`config.mk`:
```
export PLATFORM = sky130hd
export DESIGN_NAME = vga_timing_gen
export DESIGN_NICKNAME = d
export VERILOG_FILES = /design/src/rtl/vga_timing_gen.sv
export SDC_FILE = /design/constraint.sdc
export NUM_CORES = 1
export LEC_CHECK = 0
export BUFFER_PORTS_ARGS = -buffer_cell sky130_fd_sc_hd__buf_2
export CORE_MARGIN = 1.5
export CORE_UTILIZATION = 59
export DETAILED_ROUTE_END_ITERATION = 8
export GPL_ROUTABILITY_DRIVEN = 0
export PLACE_DENSITY = 0.83
export SYNTH_ARGS = -nofsm -noshare
export SYNTH_HDL_FRONTEND = slang
export SYNTH_SLANG_ARGS = --single-unit
```
`constraint.sdc`:
```
create_clock -name sys_clk -period 7.9 [get_ports sys_clk]
set_input_delay 0 -clock sys_clk [delete_from_list [all_inputs] [get_ports sys_clk]]
set_output_delay 0 -clock sys_clk [all_outputs]
set_load 0.01 [all_outputs]
```
`src/rtl/vga_timing_gen.sv`:
```
// rtl/vga_timing_gen.sv - 640x480@60 VGA raster timing with frame-locked camera index
//
// Purpose:
//   Divides sys_clk down to a pixel-enable tick, runs the horizontal and
//   vertical raster counters, and produces registered scan position, sync,
//   blanking, frame-start and a camera index that only changes in vblank.
//
// Ports:
//   sys_clk       in   system clock (only clock)
//   sys_rst       in   asynchronous active-high reset
//   camera_y_req  in   camera block index requested by game logic
//   p_tick        out  one-sys_clk pixel-enable pulse (combinational decode)
//   x, y          out  current horizontal / vertical count
//   video_on      out  high inside the visible 640x480 area
//   hsync, vsync  out  active-low sync pulses
//   vblank        out  high on lines >= V_DISPLAY
//   frame_start   out  one-sys_clk pulse when the position becomes (0,0)
//   camera_y      out  camera index frozen for the current frame

module vga_timing_gen #(
  parameter int SCREEN_WIDTH = 10,
  parameter int CAMERA_WIDTH = 6,
  parameter int CLK_DIV      = 4,
  parameter int H_DISPLAY    = 640,
  parameter int H_FRONT      = 16,
  parameter int H_SYNC       = 96,
  parameter int H_BACK       = 48,
  parameter int V_DISPLAY    = 480,
  parameter int V_FRONT      = 10,
  parameter int V_SYNC       = 2,
  parameter int V_BACK       = 33
) (
  input  logic                    sys_clk,
  input  logic                    sys_rst,
  input  logic [CAMERA_WIDTH-1:0] camera_y_req,
  output logic                    p_tick,
  output logic [SCREEN_WIDTH-1:0] x,
  output logic [SCREEN_WIDTH-1:0] y,
  output logic                    video_on,
  output logic                    hsync,
  output logic                    vsync,
  output logic                    vblank,
  output logic                    frame_start,
  output logic [CAMERA_WIDTH-1:0] camera_y
);

  localparam int H_TOTAL = H_DISPLAY + H_FRONT + H_SYNC + H_BACK;
  localparam int V_TOTAL = V_DISPLAY + V_FRONT + V_SYNC + V_BACK;

  localparam logic [SCREEN_WIDTH-1:0] L_H_LAST     = SCREEN_WIDTH'(H_TOTAL - 1);
  localparam logic [SCREEN_WIDTH-1:0] L_V_LAST     = SCREEN_WIDTH'(V_TOTAL - 1);
  localparam logic [SCREEN_WIDTH-1:0] L_H_DISP     = SCREEN_WIDTH'(H_DISPLAY);
  localparam logic [SCREEN_WIDTH-1:0] L_V_DISP     = SCREEN_WIDTH'(V_DISPLAY);
  localparam logic [SCREEN_WIDTH-1:0] L_HS_START   = SCREEN_WIDTH'(H_DISPLAY + H_FRONT);
  localparam logic [SCREEN_WIDTH-1:0] L_HS_END     = SCREEN_WIDTH'(H_DISPLAY + H_FRONT + H_SYNC - 1);
  localparam logic [SCREEN_WIDTH-1:0] L_VS_START   = SCREEN_WIDTH'(V_DISPLAY + V_FRONT);
  localparam logic [SCREEN_WIDTH-1:0] L_VS_END     = SCREEN_WIDTH'(V_DISPLAY + V_FRONT + V_SYNC - 1);

  logic                    w_p_tick;
  logic                    w_h_wrap;
  logic [SCREEN_WIDTH-1:0] w_h_next;
  logic [SCREEN_WIDTH-1:0] w_v_next;
  logic                    w_hs_active;
  logic                    w_vs_active;

  logic [SCREEN_WIDTH-1:0] r_h_cnt;
  logic [SCREEN_WIDTH-1:0] r_v_cnt;

  // Pixel divider. With CLK_DIV = 1 every sys_clk is a pixel, so no counter.
  generate
    if (CLK_DIV == 1) begin : g_nodiv
      assign w_p_tick = 1'b1;
    end else begin : g_div
      localparam int DIV_W = $clog2(CLK_DIV);
      localparam logic [DIV_W-1:0] L_DIV_LAST = DIV_W'(CLK_DIV - 1);

      logic [DIV_W-1:0] r_div_cnt;

      always_ff @(posedge sys_clk or posedge sys_rst) begin
        if (sys_rst) begin
          r_div_cnt <= '0;
        end else if (r_div_cnt == L_DIV_LAST) begin
          r_div_cnt <= '0;
        end else begin
          r_div_cnt <= r_div_cnt + DIV_W'(1);
        end
      end

      assign w_p_tick = (r_div_cnt == L_DIV_LAST);
    end
  endgenerate

  assign p_tick = w_p_tick;

  // Next raster position; every registered output is derived from these so
  // that all outputs move together on the same p_tick edge.
  assign w_h_wrap = (r_h_cnt == L_H_LAST);
  assign w_h_next = w_h_wrap ? '0 : (r_h_cnt + SCREEN_WIDTH'(1));

  always_comb begin
    w_v_next = r_v_cnt;
    if (w_h_wrap) begin
      if (r_v_cnt == L_V_LAST) begin
        w_v_next = '0;
      end else begin
        w_v_next = r_v_cnt + SCREEN_WIDTH'(1);
      end
    end
  end

  assign w_hs_active = (w_h_next >= L_HS_START) && (w_h_next <= L_HS_END);
  assign w_vs_active = (w_v_next >= L_VS_START) && (w_v_next <= L_VS_END);

  // Reset parks the counters on the last pixel of the last line so the very
  // first tick lands on (0,0) and the first frame is complete.
  always_ff @(posedge sys_clk or posedge sys_rst) begin
    if (sys_rst) begin
      r_h_cnt     <= L_H_LAST;
      r_v_cnt     <= L_V_LAST;
      x           <= L_H_LAST;
      y           <= L_V_LAST;
      hsync       <= 1'b1;
      vsync       <= 1'b1;
      video_on    <= 1'b0;
      vblank      <= 1'b1;
      frame_start <= 1'b0;
      camera_y    <= '0;
    end else begin
      frame_start <= 1'b0;
      if (w_p_tick) begin
        r_h_cnt     <= w_h_next;
        r_v_cnt     <= w_v_next;
        x           <= w_h_next;
        y           <= w_v_next;
        hsync       <= ~w_hs_active;
        vsync       <= ~w_vs_active;
        video_on    <= (w_h_next < L_H_DISP) && (w_v_next < L_V_DISP);
        vblank      <= (w_v_next >= L_V_DISP);
        frame_start <= (w_h_next == '0) && (w_v_next == '0);
        // Latch on entry to the first blank line so the value is stable for
        // every visible line of the following frame.
        if ((w_h_next == '0) && (w_v_next == L_V_DISP)) begin
          camera_y <= camera_y_req;
        end
      end
    end
  end

endmodule

```
==> Flow_metrics.wiki, run 1 <==
{| class="wikitable"
! Metric !! Value
|-
| Run status || finished, final reports clean
|-
| Worst min-delay path category || input port to async pin
|-
| R2r worst-path depth || 7
|-
| Mapped Area || 2070 um2
|-
| Total routing resource utilization after global routing || 26.9%
|-
| Root Driver || sky130_fd_sc_hd__clkbuf_4
|-
| Via count || 1879
|-
| Final Hold Vio Count || 0
|-
| Cell with the largest stage delay on the worst path || sky130_fd_sc_hd__dfstp_2
|-
| Number of rows created at floorplan || 21
|-
| Worst IR drop on VDD || 101 uV
|-
| Biggest cell delay along the critical path || about 0.62 ns
|-
| Number of antenna violations at the first check in global routing || 0
|-
| CTS tree || yes
|-
| Setup violations, final || 0
|-
| First drt pass iteration count || 5
|-
| Slew of the pin with the lowest slew margin || 0.629 ns
|-
| Yosys top cell by area || sky130_fd_sc_hd__dfrtp_1
|-
| Sum of negative setup slack || 0 ns
|-
| Signal arrival time at the worst endpoint || between 3 and 4 ns
|-
| Total of buffers placed on input and output ports || 39
|-
| Proportion of synthesized flip-flops having asynchronous set or reset || between 90% and 100%
|-
| Total number of clock tree sinks || 33
|-
| Clock skew after layout || roughly 0.014 ns
|-
| CP startpoint kind || flip-flop
|-
| Clk slew on worst S/H paths || ~0.12 ns
|-
| Maximum number of pins on one net before global-route repair || 38
|-
| Post-DRT Antenna Nets || 0
|-
| Post-detail-place hpwl || approximately 3.1 mm
|-
| Post-CTS repair timing setup buffer count || 0
|-
| Share of final-layout standard cells stronger than drive strength 1 || a little over 30%
|-
| Setup repair after global routing missed its margin || false
|-
| Number of library cell types mapped by synthesis || 49
|-
| Top FF cell, synth || sky130_fd_sc_hd__dfrtp_1
|-
| Type of the setup path with the least slack || flip-flop to flip-flop
|-
| DRT iter0 DRCs || 100
|-
| Total overflow reported by the global router || 0
|-
| Initial core utilization || 61.6%
|-
| Layout Area Growth over Synthesis || 18.0%
|-
| Via count of the first global-routing pass || about 1700
|-
| Capturing element type of the critical path || flip-flop
|-
| Clock Latency Late Sink || 0.34 ns
|-
| Number of synthesized register bits || 33
|-
| I/O pin cnt || 40
|-
| Pwr Density || 138 nW/um2
|-
| Global-route wire length before repair || just over 8 mm
|-
| Power Total || 337 uW
|-
| Number of pins with negative max-slew slack in the final report || 0
|-
| Count leader, synth || sky130_fd_sc_hd__nand2_1
|-
| CTS Buf Count || 5
|-
| Total wirelength of the detailed-routed design || 4.85 mm
|-
| Number of inserted diodes || 0
|-
| Highest fanout seen on the critical path || 9
|-
| Total of max-cap violations || 0
|-
| Portion of synthesized cell area occupied by the leading cell type || 24.1%
|-
| Die width || 62.3 um
|-
| Number of buffers between clock root and the deepest sink || 2
|-
| Final clock period utilization by the worst path || between 40% and 50%
|-
| Flop2flop setup slack || 4.72 ns
|-
| Die ar. || 3880 um2
|-
| Placeable core region || 3360 um2
|-
| Total Nets Final || approximately 280
|-
| Resized cells post-CTS || 0
|-
| Total number of yosys warnings || 0
|-
| Die extent in y || 62.3 um
|-
| Post-synth EDFFs || 0
|-
| Post-synthesis net count || 237
|-
| Vias per cell || 6.04
|-
| Average cell area after synthesis || 9.30 um2
|-
| Post-Syn Instances || 223
|-
| Sequential element share of the synthesized area || about two fifths
|-
| DR WL/cell || 15.6 um
|-
| Post-route DRC || 0
|-
| Timing-limited maximum frequency || 315 MHz
|-
| Leading cell types by count after synthesis || sky130_fd_sc_hd__nand2_1, sky130_fd_sc_hd__dfrtp_1, sky130_fd_sc_hd__nor2_1
|-
| Fin crit period || 3.18 ns
|-
| Leak pwr || 1.13 nW
|-
| Crit-path cells || ha_1 > and4_1 > nand3_1 > a2111oi_0 > nand4_1 > nor3b_4 > mux2_2
|-
| H-Tree Depth || 2
|-
| CP Data Required Time || 8.14 ns
|-
| Normalized max-slew margin || approximately three fifths
|-
| Top cells by area, synth || sky130_fd_sc_hd__dfrtp_1, sky130_fd_sc_hd__dfstp_2, sky130_fd_sc_hd__nand2_1, sky130_fd_sc_hd__mux2_2, sky130_fd_sc_hd__xnor2_1
|}
## final timing paths
kind / from / to
worst min register to register: g_div.r_div_cnt[1] / g_div.r_div_cnt[1]
worst max register to register: r_h_cnt[1] / camera_y[2]
max in group asynchronous: sys_rst / r_h_cnt[2]
worst min-delay path: sys_rst / g_div.r_div_cnt[0]
worst max-delay path: r_h_cnt[1] / camera_y[2]
min in group sys_clk: camera_y_req[5] / camera_y[5]
## where the power goes
part | switching (mW) | internal (mW) | leakage (nW) | total, mW
logic | 0.00417 | 0.00384 | 0.669 | 0.00801
registers | 0 | 0.169 | 0.405 | 0.169
clock network | 0.0618 | 0.0980 | 0.0552 | 0.160
total | 0.0660 | 0.271 | 1.13 | 0.337
## state kept, by name, indices dropped and copies added (netlist names)
signal,flops
camera_y,6
frame_start,1
g_div.r_div_cnt,2
hsync,1
r_h_cnt,10
vblank,1
video_on,1
vsync,1
y,10
## routing by layer
layer,up-vias,global-route usage (%),routed length [um]
met2,75,44.4,2400
met3,7,5.43,295
met5,-,0,0
met4,0,8.89,65
met1,902,35.7,2090
li1,895,-,-
## what timing repair did
item                                    in CTS  in global routing
hold buffers                                 7                  0
hold endpoints to repair                    26                  0
endpoints found under the setup margin       0                  0
## worst max-delay path: cells and delay by family (launching register included)
kind	cells	cell delay, ns
and+or+nand+nor	4	1.23
muxes	1	0.39
AOI/OAI and AO/OA	1	0.52
adders and majority gates	1	0.31
DFF	1	0.62
## cells in the final DEF, fill, tap and decap left out, types with 8 or more instances in the layout
master,netlist,routed
sky130_fd_sc_hd__nor2_1,20,20
sky130_fd_sc_hd__dfstp_2,13,13
sky130_fd_sc_hd__buf_2,5,39
sky130_fd_sc_hd__dfrtp_1,20,20
sky130_fd_sc_hd__a21oi_1,9,9
sky130_fd_sc_hd__nand4_1,10,10
sky130_fd_sc_hd__mux2_2,8,8
sky130_fd_sc_hd__nand2_1,25,25
sky130_fd_sc_hd__xnor2_1,9,9
sky130_fd_sc_hd__nand3_1,11,11
## cells by family (layout without fill, tap and decap cells)
logic type / count (synthesis) / after routing / share of synthesized area [%]
compound gates: 38 / 38 / 12.6
xor+xnor: 13 / 13 / 5.49
fa+ha+maj: 6 / 6 / 3.62
buf+inv: 18 / 60 / 3.92
flops: 33 / 33 / 40.6
mux: 10 / 10 / 5.31
simple gates: 105 / 105 / 28.4
## per-stage QoR
stage | cells | setup WS [ns] | hold slack [ns] | utilization (%) | cell area (um2)
global placement | 296 | 4.93 | 0.107 | 67.6 | 2270
finish | 311 | 4.72 | 0.298 | 72.8 | 2450
global route | 311 | 4.52 | 0.335 | 72.8 | 2450
detailed placement | 296 | 4.79 | 0.123 | 67.6 | 2270
CTS | 311 | 4.76 | 0.302 | 72.8 | 2450
floorplan | 223 | 5.13 | 0.119 | - | 2070
## layout make-up
class                           count  area (um2)
Clock buffer                        5        37.5
Clock inverter                      3        65.1
Fill cell                         276         916
Inverter                            4        15.0
Multi-Input combinational cell    172        1150
Sequential cell                    33         842
Tap cell                           46        57.6
Timing Repair Buffer               48         280
Power figures use the tool's default switching activity.
==> inputs of run 2 (changes only) <==
--- a/config.mk
+++ b/config.mk
@@ -7,10 +7,10 @@
 export LEC_CHECK = 0
 export BUFFER_PORTS_ARGS = -buffer_cell sky130_fd_sc_hd__buf_2
 export CORE_MARGIN = 1.5
-export CORE_UTILIZATION = 59
+export CORE_UTILIZATION = 50
 export DETAILED_ROUTE_END_ITERATION = 8
 export GPL_ROUTABILITY_DRIVEN = 0
-export PLACE_DENSITY = 0.83
+export PLACE_DENSITY = 0.75
 export SYNTH_ARGS = -nofsm -noshare
 export SYNTH_HDL_FRONTEND = slang
 export SYNTH_SLANG_ARGS = --single-unit
==> constraint.sdc (replaced) <==
create_clock -name sys_clk -period 2.7 [get_ports sys_clk]
set_input_delay 0 -clock sys_clk [delete_from_list [all_inputs] [get_ports sys_clk]]
set_output_delay 0 -clock sys_clk [all_outputs]
set_load 0.01 [all_outputs]
==> Flow_metrics.wiki, run 2 (synthesized netlist as in run 1, its figures left out) <==
{| class="wikitable"
! Metric !! Value
|-
| Most frequent cells in the layout || sky130_fd_sc_hd__buf_2, sky130_fd_sc_hd__buf_4, sky130_fd_sc_hd__nand2_1
|-
| Global routing's busiest layer || met2
|-
| Number of pins with negative max-slew slack in the final report || 0 (unchanged)
|-
| Clock skew after layout || 0.00623 ns (-0.00780 ns)
|-
| Die extent in y || 67.4 um (+8.2%)
|-
| Number of antenna violations at the first check in global routing || 0 (unchanged)
|-
| Highest fanout seen on the critical path || 6 (-3)
|-
| R2r worst-path depth || 9 (+2)
|-
| Initial core utilization || 51.8% (-9.8 points)
|-
| CP startpoint kind || flip-flop
|-
| Total Nets Final || 309 (+11%)
|-
| Number of inserted diodes || 0 (unchanged)
|-
| First drt pass iteration count || 4 (-1)
|-
| Crit-path cells || ha_4 > or4b_4 > o211ai_1 > nand3_1 > nor4_2 > nand4_1 > nor3b_4 > buf_6 > mux2_2
|-
| CTS tree || yes
|-
| Die ar. || 4540 um2 (+17%)
|-
| Clock Latency Late Sink || 0.29 ns (-0.05 ns)
|-
| Vias per cell || 5.75 (-4.8%)
|-
| Final Hold Vio Count || 0 (unchanged)
|-
| Slew of the pin with the lowest slew margin || 0.454 ns (-0.175 ns)
|-
| Timing-limited maximum frequency || 372 MHz (+18%)
|-
| Met3 GRT Util || 5.50% (+0.065 points)
|-
| Setup repair after global routing missed its margin || true
|-
| Total overflow reported by the global router || 0 (unchanged)
|-
| Util after Layout || 68.3% (-4.5 points)
|-
| Met2 track utilization from global routing || 41.2% (-3.2 points)
|-
| Run status || finished, final reports clean
|-
| Post-route DRC || 0 (unchanged)
|-
| Leading cell type in the layout, fill and taps excluded || sky130_fd_sc_hd__buf_2
|-
| Global-route track usage on met1 || 34.3% (-1.4 points)
|-
| Type of the setup path with the least slack || flip-flop to flip-flop
|-
| CP Data Required Time || 2.87 ns (-5.27 ns)
|-
| Sum of negative setup slack || 0 ns (unchanged)
|-
| Signal arrival time at the worst endpoint || 2.86 ns (-0.55 ns)
|-
| Power Total || 890 uW (+160%)
|-
| Total routing resource utilization after global routing || 25.7% (-1.2 points)
|-
| Total of max-cap violations || 0 (unchanged)
|-
| DRT iter0 DRCs || 194 (+94%)
|-
| Worst IR drop on VDD || 285 uV (+180%)
|-
| CTS Buf Count || 5 (unchanged)
|-
| Total of buffers placed on input and output ports || 39 (unchanged)
|-
| Total wirelength of the detailed-routed design || 5.28 mm (+8.9%)
|-
| Post-detailed-placement cell area || 2520 um2 (+11%)
|-
| Placeable core region || 4000 um2 (+19%)
|-
| Cell with the largest stage delay on the worst path || sky130_fd_sc_hd__dfstp_2
|-
| Post-DRT Antenna Nets || 0 (unchanged)
|-
| H-Tree Depth || 2 (unchanged)
|-
| Clk slew on worst S/H paths || 0.07 ns (-0.05 ns)
|-
| Buf/Inv on CP || 1 (+1)
|-
| Via count || 1991 (+6.0%)
|-
| I/O pin cnt || 40 (unchanged)
|-
| Layout Area Growth over Synthesis || 31.7%
|-
| Capturing element type of the critical path || flip-flop
|-
| Total number of clock tree sinks || 33 (unchanged)
|-
| Post-detail-place hpwl || 3.55 mm (+14%)
|-
| CP delay by family, top || simple AND/OR/NAND/NOR gates
|-
| Biggest cell delay along the critical path || 0.56 ns (-0.06 ns)
|-
| Leak pwr || 1.29 nW (+14%)
|-
| Critical path depth || 9 (+2)
|-
| Final clock period utilization by the worst path || 99.6% (+59 points)
|-
| DR WL/cell || 15.3 um (-2.1%)
|-
| Normalized max-slew margin || 68.9% (+11 points)
|-
| Maximum number of pins on one net before global-route repair || 37 (-2.6%)
|-
| Fin crit period || 2.69 ns (-0.487 ns)
|-
| Number of rows created at floorplan || 23 (+9.5%)
|-
| Fin area || 2730 um2 (+12%)
|-
| Pwr Density || 326 nW/um2 (+140%)
|-
| Worst min-delay path category || input port to async pin
|-
| Via count of the first global-routing pass || 1795 (+6.8%)
|-
| Share of final-layout standard cells stronger than drive strength 1 || 40.2% (+9.6 points)
|-
| Setup violations, final || 0 (unchanged)
|-
| Number of buffers between clock root and the deepest sink || 2 (unchanged)
|-
| Die width || 67.4 um (+8.2%)
|-
| Largest registers ranked by flip-flop count || r_h_cnt (10), y (10), camera_y (6)
|-
| Root Driver || sky130_fd_sc_hd__clkbuf_8
|-
| Global-route wire length before repair || 8.60 mm (+4.9%)
|}
run 2: worst reg2reg max path: stages (launching register included):
cell                       delay [ns]
sky130_fd_sc_hd__dfstp_2         0.56
sky130_fd_sc_hd__ha_4            0.15
sky130_fd_sc_hd__or4b_4          0.45
sky130_fd_sc_hd__o211ai_1        0.12
sky130_fd_sc_hd__nand3_1         0.14
sky130_fd_sc_hd__nor4_2          0.23
sky130_fd_sc_hd__nand4_1         0.19
sky130_fd_sc_hd__nor3b_4         0.23
sky130_fd_sc_hd__buf_6           0.16
sky130_fd_sc_hd__mux2_2          0.34
run 2: worst paths after layout:
path / startpoint / endpoint / slack (ns)
setup / recovery: r_h_cnt[0] / camera_y[1] / 0.01
hold / removal: sys_rst / r_h_cnt[7] / 0.33
setup reg to reg: r_h_cnt[0] / camera_y[1] / 0.01
hold reg to reg: g_div.r_div_cnt[0] / g_div.r_div_cnt[0] / 0.45
max in group asynchronous: sys_rst / y[9] / 2.02
min in group sys_clk: g_div.r_div_cnt[0] / g_div.r_div_cnt[0] / 0.45
run 2: power by group:
| group | internal (mW) | switching [mW] | leakage (nW) |
|---|---|---|---|
| Clock | 0.179 | 0.192 | 0.0450 |
| Sequential | 0.495 | 0 | 0.405 |
| Combinational | 0.0113 | 0.0130 | 0.837 |
| Total | 0.685 | 0.205 | 1.29 |
run 2: cell type report:
| cell class | instances | area (um2) |
|---|---|---|
| fillers | 328 | 1270 |
| well taps | 50 | 62.6 |
| repair buffers | 79 | 529 |
| multi-input cells | 172 | 1200 |
| clock buffers | 6 | 72.6 |
| inverters | 4 | 15.0 |
| flip-flops and latches | 33 | 842 |
| clock inverters | 2 | 10.0 |
run 2: per-layer routing:
layer | part of all wire, % | vias to the layer above | wire length, um
met4 | 1.6 | 0 | 85
met1 | 43 | 960 | 2280
met3 | 5.7 | 8 | 299
met5 | 0 | - | 0
met2 | 50 | 70 | 2620
li1 | - | 953 | -
run 2: through the flow:
step                setup WS [ns]  instances  hold slack (ns)
floorplan                  0.0369        223            0.119
finish                     0.0107        346            0.330
global placement           0.0112        326            0.111
CTS                       0.00204        342            0.349
global route               -0.125        346            0.417
detailed placement        -0.0298        326            0.116
run 2: repair_timing:
action / in CTS / in global routing
endpoints found under the hold margin: 26 / 0
buffers inserted: 1 / 4
setup endpoints to repair: 6 / 6
hold buffers: 7 / 0
resized for setup: 0 / 6
pin swaps: 1 / 3
==> inputs of run 3 (changes only) <==
--- a/config.mk
+++ b/config.mk
@@ -6,11 +6,13 @@
 export NUM_CORES = 1
 export LEC_CHECK = 0
 export BUFFER_PORTS_ARGS = -buffer_cell sky130_fd_sc_hd__buf_2
+export CORE_ASPECT_RATIO = 0.7
 export CORE_MARGIN = 1.5
 export CORE_UTILIZATION = 50
 export DETAILED_ROUTE_END_ITERATION = 8
 export GPL_ROUTABILITY_DRIVEN = 0
-export PLACE_DENSITY = 0.75
+export PLACE_DENSITY_LB_ADDON = 0.05
+export REMOVE_ABC_BUFFERS = 1
 export SYNTH_ARGS = -nofsm -noshare
 export SYNTH_HDL_FRONTEND = slang
 export SYNTH_SLANG_ARGS = --single-unit
==> Flow_metrics.wiki, run 3 (synthesized netlist as in run 1, its figures left out) <==
{| class="wikitable"
! Metric !! Value
|-
| First drt pass iteration count || 4 (unchanged)
|-
| Post-route DRC || 0 (unchanged)
|-
| Setup violations, final || 6 (+6)
|-
| Leading cell type in the layout, fill and taps excluded || sky130_fd_sc_hd__buf_4
|-
| Flop2flop setup slack || -0.05 ns (-0.06 ns)
|-
| Placeable core region || 3950 um2 (-1.3%)
|-
| Total overflow reported by the global router || 0 (unchanged)
|-
| Number of buffers between clock root and the deepest sink || 2 (unchanged)
|-
| Final Worst Setup Slack || -0.0455 ns (-0.0562 ns)
|-
| H-Tree Depth || 2 (unchanged)
|-
| Largest registers ranked by flip-flop count || r_h_cnt (10), y (10), camera_y (6)
|-
| DR WL/cell || 15.9 um (+4.4%)
|-
| CTS Buf Count || 5 (unchanged)
|-
| Worst reg2reg path startpoint || r_h_cnt[3]
|-
| Slew of the pin with the lowest slew margin || 0.517 ns (+0.0631 ns)
|-
| Share of final-layout standard cells stronger than drive strength 1 || 42.9% (+2.7 points)
|-
| Clk slew on worst S/H paths || 0.07 ns (about the same)
|-
| Maximum number of pins on one net before global-route repair || 37 (unchanged)
|-
| Signal arrival time at the worst endpoint || 2.92 ns (+0.06 ns)
|-
| Layout Area Growth over Synthesis || 39.2%
|-
| Violations in the final reports || setup timing
|-
| Total wirelength of the detailed-routed design || 5.77 mm (+9.2%)
|-
| Worst IR drop on VDD || 300 uV (+5.4%)
|-
| Vias per cell || 5.80 (+0.86%)
|-
| Via count of the first global-routing pass || 1986 (+11%)
|-
| Run status || finished with violations
|-
| Setup repair after global routing missed its margin || true
|-
| Util after Layout || 73.1% (+4.9 points)
|-
| Via count || 2101 (+5.5%)
|-
| Die width || 80.0 um (+19%)
|-
| Total of buffers placed on input and output ports || 39 (unchanged)
|-
| CP startpoint kind || flip-flop
|-
| Die ar. || 4550 um2 (+0.13%)
|-
| Number of rows created at floorplan || 19 (-17%)
|-
| Reg2Reg Capture Point || camera_y[0]
|-
| Type of the setup path with the least slack || flip-flop to flip-flop
|-
| Post-detail-place hpwl || 3.84 mm (+8.3%)
|-
| Total number of clock tree sinks || 33 (unchanged)
|-
| Total Nets Final || 323 (+4.5%)
|-
| Most frequent cells in the layout || sky130_fd_sc_hd__buf_4, sky130_fd_sc_hd__buf_2, sky130_fd_sc_hd__nand2_1
|-
| Worst min-delay path category || input port to async pin
|-
| CP Data Required Time || 2.87 ns (about the same)
|-
| Capturing element type of the critical path || flip-flop
|-
| Timing-limited maximum frequency || 364 MHz (-2.0%)
|-
| Sum of negative setup slack || -0.205 ns (-0.205 ns)
|-
| Number of pins with negative max-slew slack in the final report || 0 (unchanged)
|-
| Clock skew after layout || 0.00665 ns (+0.000421 ns)
|-
| DRT iter0 DRCs || 181 (-6.7%)
|-
| Highest fanout seen on the critical path || 12 (+6)
|-
| Total of max-cap violations || 0 (unchanged)
|-
| I/O pin cnt || 40 (unchanged)
|-
| Number of antenna violations at the first check in global routing || 0 (unchanged)
|-
| Global-route wire length before repair || 9.58 mm (+11%)
|-
| Count of fill cells added during filler insertion || 314 (-4.3%)
|-
| Die extent in y || 56.9 um (-16%)
|-
| Root Driver || sky130_fd_sc_hd__clkbuf_8
|-
| Fin crit period || 2.75 ns (+0.0562 ns)
|-
| Pwr Density || 348 nW/um2 (+6.8%)
|-
| Number of inserted diodes || 0 (unchanged)
|-
| Total routing resource utilization after global routing || 27.7% (+2.0 points)
|-
| Initial core utilization || 52.5% (+0.71 points)
|-
| Normalized max-slew margin || 65.4% (-3.5 points)
|-
| Final clock period utilization by the worst path || 102% (+2.1 points)
|-
| Post-DRT Antenna Nets || 0 (unchanged)
|-
| Final Hold Vio Count || 0 (unchanged)
|-
| Leak pwr || 1.40 nW (+8.5%)
|-
| CTS tree || yes
|-
| Clock Latency Late Sink || 0.29 ns (about the same)
|-
| R2r worst-path depth || 8 (-1)
|}
## run 3: cell count changes in the layout (fill, tap and decap cells not counted), moves of 2 or more
cell and change:
sky130_fd_sc_hd__mux2_4 +5, sky130_fd_sc_hd__clkinv_2 -2, sky130_fd_sc_hd__buf_4 +15, sky130_fd_sc_hd__mux2_2 -5
## run 3: per-layer routing
layer | track usage [%] | share of wire (%)
met2 | 38.5 | 42
met4 | 8.87 | 2.4
met5 | 0 | 0
met3 | 7.48 | 8.1
met1 | 41.4 | 47
## run 3: layout make-up
| cell class | count | area (um2) | area share (%) |
|---|---|---|---|
| clock buffers | 6 | 82.6 | 2.86 |
| well taps | 52 | 65.1 | 2.25 |
| multi-input cells | 172 | 1220 | 42.3 |
| inverters | 4 | 15.0 | 0.520 |
| repair buffers | 93 | 622 | 21.5 |
| flip-flops and latches | 33 | 842 | 29.2 |
| clock inverters | 2 | 37.5 | 1.30 |
## run 3: metrics by stage
stage | setup slack (ns) | hold WS [ns] | power, mW | instance area (um2) | cells
floorplan | -0.0695 | 0.119 | 0.511 | 2010 | 209
global placement | -0.0254 | 0.108 | 0.520 | 2560 | 339
detailed placement | -0.0527 | 0.114 | 0.520 | 2560 | 339
CTS | -0.0196 | 0.348 | 1.01 | 2840 | 363
global route | -0.169 | 0.373 | 1.04 | 2890 | 362
finish | -0.0455 | 0.330 | 1.00 | 2890 | 362
## run 3: how the worst max path moves through the flow
stage                     slack [ns]  cells past startpoint          end  startpoint
after floorplan                -0.07                      7  camera_y[0]  r_h_cnt[1]
after global placement         -0.03                      9        hsync  r_h_cnt[2]
after detailed placement       -0.05                      8  camera_y[3]  r_h_cnt[0]
after CTS                      -0.02                      9  camera_y[0]  r_h_cnt[0]
after global routing           -0.17                      9  camera_y[0]  r_h_cnt[1]
final                          -0.05                      8  camera_y[0]  r_h_cnt[3]
## run 3: power breakdown
part           internal (mW)  leakage [nW]  switching [mW]  total, mW
clock network          0.300        0.0574           0.186      0.486
registers              0.495         0.405               0      0.495
logic                 0.0114         0.933          0.0120     0.0234
total                  0.807          1.40           0.198       1.00
## run 3: worst max-delay path, stage by stage, from the launching register on
cell                      delay (ns)
sky130_fd_sc_hd__dfstp_2        0.66
sky130_fd_sc_hd__nand3_1        0.24
sky130_fd_sc_hd__o21ai_0        0.31
sky130_fd_sc_hd__nand4_1        0.19
sky130_fd_sc_hd__nor4_2         0.31
sky130_fd_sc_hd__nand4_1        0.21
sky130_fd_sc_hd__nor3b_4        0.23
sky130_fd_sc_hd__buf_6          0.17
sky130_fd_sc_hd__mux2_4         0.31
## run 3: timing repair
| item | CTS | global route |
|---|---|---|
| pin swaps | 4 | 6 |
| buffers inserted | 9 | 1 |
| hold buffers | 7 | 0 |
| gates resized for setup | 5 | 13 |
| endpoints found under the hold margin | 26 | 0 |
| endpoints found under the setup margin | 7 | 8 |
